$ cat config.mk
export PLATFORM = sky130hd
export DESIGN_NAME = regfile_wb_arbiter
export DESIGN_NICKNAME = d
export VERILOG_FILES = /design/src/rtl/regfile_wb_arbiter.sv
export SDC_FILE = /design/constraint.sdc
export NUM_CORES = 1
export LEC_CHECK = 0
export BUFFER_PORTS_ARGS = -buffer_cell sky130_fd_sc_hd__clkbuf_2
export CAP_MARGIN = 0
export CELL_PAD_IN_SITES_DETAIL_PLACEMENT = 1
export CELL_PAD_IN_SITES_GLOBAL_PLACEMENT = 2
export CORE_ASPECT_RATIO = 0.9
export CORE_MARGIN = 5
export CORE_UTILIZATION = 25
export CTS_BUF_LIST = sky130_fd_sc_hd__clkbuf_2
export DETAILED_ROUTE_END_ITERATION = 10
export PLACE_DENSITY_LB_ADDON = 0.25
export SYNTH_ARGS = -nofsm -noshare
export SYNTH_HDL_FRONTEND = slang
export SYNTH_SLANG_ARGS = --single-unit
$ cat constraint.sdc
create_clock -name clk -period 2 [get_ports clk]
set_clock_uncertainty 0.2 [all_clocks]
set_input_delay 0.3 -clock clk [delete_from_list [all_inputs] [get_ports clk]]
set_output_delay 0.3 -clock clk [all_outputs]
set_load 0.02 [all_outputs]
$ cat src/rtl/regfile_wb_arbiter.sv
// Writeback arbiter for the register-file write port: two requesters share one
// registered write port; a pending-write scoreboard feeds hazard checks for issue.
module regfile_wb_arbiter #(
  parameter bit RR_EN = 1'b1
) (
  input  logic        clk,
  input  logic        rst,
  input  logic        r0_valid,
  input  logic [4:0]  r0_addr,
  input  logic [31:0] r0_data,
  output logic        r0_ready,
  input  logic        r1_valid,
  input  logic [4:0]  r1_addr,
  input  logic [31:0] r1_data,
  output logic        r1_ready,
  output logic        L_S,
  output logic [4:0]  Wt_addr,
  output logic [31:0] Wt_data,
  input  logic        rsv_valid,
  input  logic [4:0]  rsv_addr,
  input  logic [4:0]  chk_addr_A,
  input  logic [4:0]  chk_addr_B,
  output logic        hazard_A,
  output logic        hazard_B,
  output logic [31:0] pending
);

  // last_grant_r = 1 means r1 won the most recent contended cycle
  logic        last_grant_r;
  logic [31:0] pending_r;
  logic        grant0_s;
  logic        grant1_s;
  logic        contend_s;
  logic        xfer_s;
  logic [4:0]  xfer_addr_s;
  logic [31:0] xfer_data_s;
  logic [31:0] clr_mask_s;
  logic [31:0] set_mask_s;
  logic [31:0] pending_nxt_s;

  assign contend_s = !rst && r0_valid && r1_valid;

  // Grant selection from valids and arbitration history only
  always_comb begin
    grant0_s = 1'b0;
    grant1_s = 1'b0;
    if (rst) begin
      grant0_s = 1'b0;
      grant1_s = 1'b0;
    end else if (r0_valid && r1_valid) begin
      if (RR_EN) begin
        grant0_s = last_grant_r;
        grant1_s = !last_grant_r;
      end else begin
        grant0_s = 1'b1;
        grant1_s = 1'b0;
      end
    end else begin
      grant0_s = r0_valid;
      grant1_s = r1_valid;
    end
  end

  assign r0_ready = grant0_s;
  assign r1_ready = grant1_s;

  assign xfer_s      = (grant0_s && r0_valid) || (grant1_s && r1_valid);
  assign xfer_addr_s = grant1_s ? r1_addr : r0_addr;
  assign xfer_data_s = grant1_s ? r1_data : r0_data;

  // A new reservation is applied after the clear so it wins on a collision
  assign clr_mask_s    = L_S ? (32'd1 << Wt_addr) : 32'd0;
  assign set_mask_s    = (rsv_valid && (rsv_addr != 5'd0)) ? (32'd1 << rsv_addr) : 32'd0;
  assign pending_nxt_s = ((pending_r & ~clr_mask_s) | set_mask_s) & ~32'd1;

  // Write port, scoreboard and arbitration history registers
  always_ff @(posedge clk) begin
    if (rst) begin
      L_S          <= 1'b0;
      Wt_addr      <= 5'd0;
      Wt_data      <= 32'd0;
      pending_r    <= 32'd0;
      last_grant_r <= 1'b1;
    end else begin
      L_S       <= xfer_s && (xfer_addr_s != 5'd0);
      pending_r <= pending_nxt_s;
      if (xfer_s && (xfer_addr_s != 5'd0)) begin
        Wt_addr <= xfer_addr_s;
        Wt_data <= xfer_data_s;
      end
      if (contend_s) begin
        last_grant_r <= grant1_s;
      end
    end
  end

  assign pending  = pending_r;
  assign hazard_A = (chk_addr_A != 5'd0) && pending_r[chk_addr_A];
  assign hazard_B = (chk_addr_B != 5'd0) && pending_r[chk_addr_B];

endmodule

Word-level counts from Yosys, hierarchy flattened
Index checks and enable logic that the tools add are counted.
{ "word_totals": {"register_bits": 71, "output_inout_bits": 74, "elab_cells": 41, "input_bits": 94} }
{ "classes": {"mux": 12, "order_cmp": 2, "reduce_logical": 16, "bitwise": 3, "shift": 2} }
{ "ops": {"columns": ["cell", "n"], "rows": [
  ["$mux W32", 3],
  ["$shl A1 B5 Y32 const A", 2],
  ["$and A32 B32 Y32", 1],
  ["$not A32 Y32", 1],
  ["$or A32 B32 Y32", 1],
  ["$reduce_bool A5 Y1", 4],
  ["$lt A5 B6 Y1 const B", 2],
  ["$bmux W1 S5", 2],
  ["$logic_and A1 B1 Y1", 9],
  ["$mux W1", 6],
  ["$mux W5", 1],
  ["$logic_not A1 Y1", 2],
  ["$logic_or A1 B1 Y1", 1]
]} }

Depth between registers and ports, before layout
{ "logic_depth": {"ltp_word": 6, "depth_mapped": 7, "ltp_nobuf": 5} }

Worst setup path before layout
No wires, ideal clock.
{ "synth_path": {"path_type": "input -> output", "startpoint": "input chk_addr_A[0]", "endpoint": "output hazard_A", "setup_slack_ns": -0.119, "path_stages": 5, "required_ns": 1.500, "t_arrival_ns": 1.619, "n_path_buf": 1, "cell_sequence": "buf_2 -> mux4_2 -> nor3b_1 -> a2111oi_0 -> a211o_1"} }
{ "synth_via": {"elab_chain_len": 3, "elab_cells_between_ends": 4, "classes_between": "mux: 2; reduce/logical: 2"} }
{ "synth_lines": {"columns": ["item", "line_no", "source"], "rows": [
  ["start, declared", "21", "input logic [4:0] chk_addr_A,"],
  ["$bmux W1 S5", "98", "assign hazard_A = (chk_addr_A != 5'd0) && pending_r[chk_addr_A];"],
  ["$mux W1 (implied by the code)", "98", null],
  ["$logic_and A1 B1 Y1 *", "98", null],
  ["end, declared", "23", "output logic hazard_A,"]
]} }
Mark *: on every way between the ends. The rest lies on a longest branch, timed or not. The select of a mux whose other input is x is not followed.

Worst setup path in the final report
{ "layout_path": {"startpoint": "register pending_r[2], in the netlist pending[2]", "endpoint": "output hazard_A"} }
{ "layout_via": {"elab_chain_len": 3} }
{ "layout_lines": {"columns": ["item", "line_no", "source"], "rows": [
  ["start, declared", "30", "logic [31:0] pending_r;"],
  ["start signal, assigned", "86", "pending_r <= pending_nxt_s;"],
  ["$bmux W1 S5", "98", null],
  ["$mux W1 (implied by the code)", "98", null],
  ["$logic_and A1 B1 Y1", "98", null]
]} }
No other way between the ends. The select of a mux whose other input is x is not followed.

==> key figures <==
Layout
  – Number of fill cells: 1826
  – Share of cells above drive strength 1: 0.3699
  – Final core occ: 0.4037
  – Final #Nets: 773
  – Synthesis-to-finish area growth: 60.38%
  – Area of the multi-input gates: 2281 µm²
  – Flip-flop and latch area: 1413 µm²
  – Antenna diodes: 0

Detailed routing
  – 1st-iter DRT viols: 171
  – WL/cell: 18.66 µm
  – DRT Wirelength: 16540 µm
  – Antenna Nets Post-Route: 0
  – Via/cell ratio: 4.731
  – DRC Markers: 0
  – 1st-pass router iterations: 4
  – Vias: 4192

Clock network
  – Clock transition at the registers of the reported paths: 0.21 ns
  – Clk Latency, worst-skew pair: 0.54 ns
  – Num CTS Buffers: 9
  – CTS tree: done
  – Root buf cell: clkbuf_2
  – Htree depth: 3
  – Clock Sinks: 70
  – Maximum buffer depth of the clock tree: 2

Job
  – Max-cap violations: 0

Placed design
  – Placer Congestion: 0.8343
  – Hpwl dp: 11210 µm
  – # port buffers: 166
  – Post-Place Setup Slack: -0.2970 ns

Logic synthesis
  – Asr flop ratio synth: 0
  – Synth Instances: 406
  – Syn_area_per_cell: 9.473 µm²
  – Yosys top cell by area: dfxtp_1
  – Synth Cell Area: 3846 µm²
  – Synth Flop Type: dfxtp_1
  – Yosys reg bits: 70
  – Net Count, Synth: 500
  – Syn. warnings: 0
  – Synth area leaders: dfxtp_1 36%, mux2i_1 18%, mux4_2 7.6%
  – Sequential element share of the synthesized area: 0.3643
  – Number of synthesized flops with an enable pin: 0
  – Synth cell types: 41
  – Top cell type's share of synthesized area: 0.3643

Die
  – Die width: 140.7 µm
  – Core ar.: 15280 µm²
  – Ports: 168
  – Die Y: 127.7 µm
  – Row count: 43
  – Die Area: 17970 µm²
  – Initial Utilization: 0.2517

Timing
  – F_max: 0.3846 GHz
  – Final Hold Fails: 0
  – Max-slew headroom: 0.5604
  – Final worst setup slack: -0.6001 ns
  – RSZ-0062 raised after global routing: true
  – # setup viols final: 21
  – Minimum clock period after layout: 2.600 ns
  – Final Cycle Share: 1.300
  – Worst slew pin tran: 0.6595 ns
  – Setup_tns: -1.385 ns
  – Slew Viols, Final: 0

Run status
  – Status: complete, but fails checks
  – Violated checks: negative setup slack

Worst setup path
  – Critical path cell sequence: mux4_2 > nor3b_2 > a2111oi_0 > a211o_1 > clkbuf_2
  – Cells on worst reg2reg path: 6
  – Slowest-stage cell, CP: mux4_2
  – Max incr delay on CP: 0.46 ns
  – Worst Setup EP: hazard_A
  – Worst EP required: 1.50 ns
  – Kind of critical path: reg -> out
  – Reg-to-Reg Start: last_grant_r
  – Worst EP arrival: 2.10 ns
  – Worst-path fanout max: 4
  – CP startpoint kind: flop
  – Crit. End Element: output pin
  – RR Endpoint: Wt_data[21]
  – Delay-heaviest family, CP: multiplexers
  – Worst Setup SP: pending[2]
  – Critical path depth in cells: 5
  – FF-to-FF setup slack: 0.10 ns
  – Bufs and invs on worst path: 1

Global route
  – Met3 GRT Util: 0.05595
  – Top Usage Layer GRT: met2
  – Met1 GRT Util: 0.2179
  – First-pass GRT wire length: 25610 µm
  – Total GRT Usage: 0.1795
  – Vias in the first global route: 4604
  – Pin count of the biggest net entering global routing: 68
  – Met2 usage: 0.3108
  – Initial antenna violation count: 0
  – Global route overflow: 0

Pwr
  – Pwr per Cell Area: 534.5 nW/µm²
  – Worst VDD drop: 0.2716 mV
  – Leakage power: 2.749 nW

Min path
  – Worst hold path class: in -> reg
  – HP Start: r1_valid
-- worst min path at each step --
stage | cells past startpoint | endpoint | slack (ns)
after global routing | 4 | Wt_addr[4] | 0.04
after floorplan | 2 | Wt_data[0] | 0.28
final | 4 | Wt_addr[0] | 0.07
after detailed placement | 2 | Wt_data[25] | 0.27
after CTS | 4 | Wt_addr[4] | 0.006
after global placement | 2 | Wt_data[12] | 0.26
-- cell type report --
cell class,instances,share of cell area
Timing Repair Buffer,289,0.3389
Multi-Input combinational cell,302,0.3698
Tap cell,202,0.04097
Clock inverter,7,0.008925
Clock buffer,9,0.007302
Inverter,7,0.005071
Sequential cell,70,0.2290
-- power breakdown --
group          leakage (nW)  switching (mW)  total (mW)  internal, mW
Combinational          2.11           0.485       0.939         0.454
Clock                0.0656           0.529       0.797         0.268
Sequential            0.578          0.0756        1.56          1.49
Total                  2.75            1.09        3.30          2.21
-- cell usage after synthesis (7+ instances only) --
library cell and n:
buf_2 7, nand2b_1 36, a21oi_1 34, mux2i_1 71, mux4_2 13, o21ai_1 12, o21ai_0 19, nor3b_1 11
nand2_1 49, clkbuf_1 11, dfxtp_1 70, nor2_1 10
-- flip-flops by register name (all words and copies together), names as in the netlist --
name	flops
Wt_addr	5
last_grant_r	1
Wt_data	32
L_S	1
pending	31
-- worst register-to-register path: cells and delay by family (launching register included) --
| family | cells | cell delay (ns) |
|---|---|---|
| buf+inv | 3 | 0.46 |
| flops | 1 | 0.43 |
| mux | 1 | 0.19 |
| compound gates | 2 | 0.53 |
-- stage by stage --
step	cells	power, mW	instance area [µm²]	hold slack [ns]
global placement	782	2.318	5046	0.2609
CTS	886	3.294	6063	0.005547
floorplan	406	2.022	3855	0.2834
finish	886	3.297	6168	0.07361
detailed placement	782	2.339	5046	0.2695
global route	886	3.487	6168	0.03982
-- kinds of logic (layout without fill, tap and decap cells) --
family                 after synthesis  in the layout  synth area share
AND/OR/NAND/NOR                    130            130            0.1812
multiplexers                        87             87            0.2697
AO/OA/AOI/OAI                       84             84            0.1256
flip-flops                          70             70            0.3643
buffers and inverters               34            312           0.05823
other                                1              1         0.0009750
-- layout by cell type, fill, tap and decap left out, types with 7 or more instances in the layout --
cell type	n
nand2b_1	36
a21oi_1	34
mux2i_1	68
buf_4	35
nor2_1	7
dlygate4sd3_1	85
o21ai_0	19
dfxtp_1	65
o21ai_1	12
clkbuf_2	168
mux4_2	13
nand2_1	49
nor3b_1	8
-- routing by layer --
layer  wire [µm]  vias to the layer above
met5           0                        -
met4         193                        0
met3        1119                       14
met2        8225                      141
met1        6999                     2029
li1            -                     2008
-- timing repair --
action | 4_1_cts | 5_1_grt
gates cloned | 1 | 3
hold buffers | 85 | 0
endpoints found under the hold margin | 54 | 0
setup buffers | 2 | 2
gates resized for setup | 8 | 17
pin swaps | 1 | 5
endpoints found under the setup margin | 4 | 39
No activity file was read; power rests on OpenSTA's default activity.
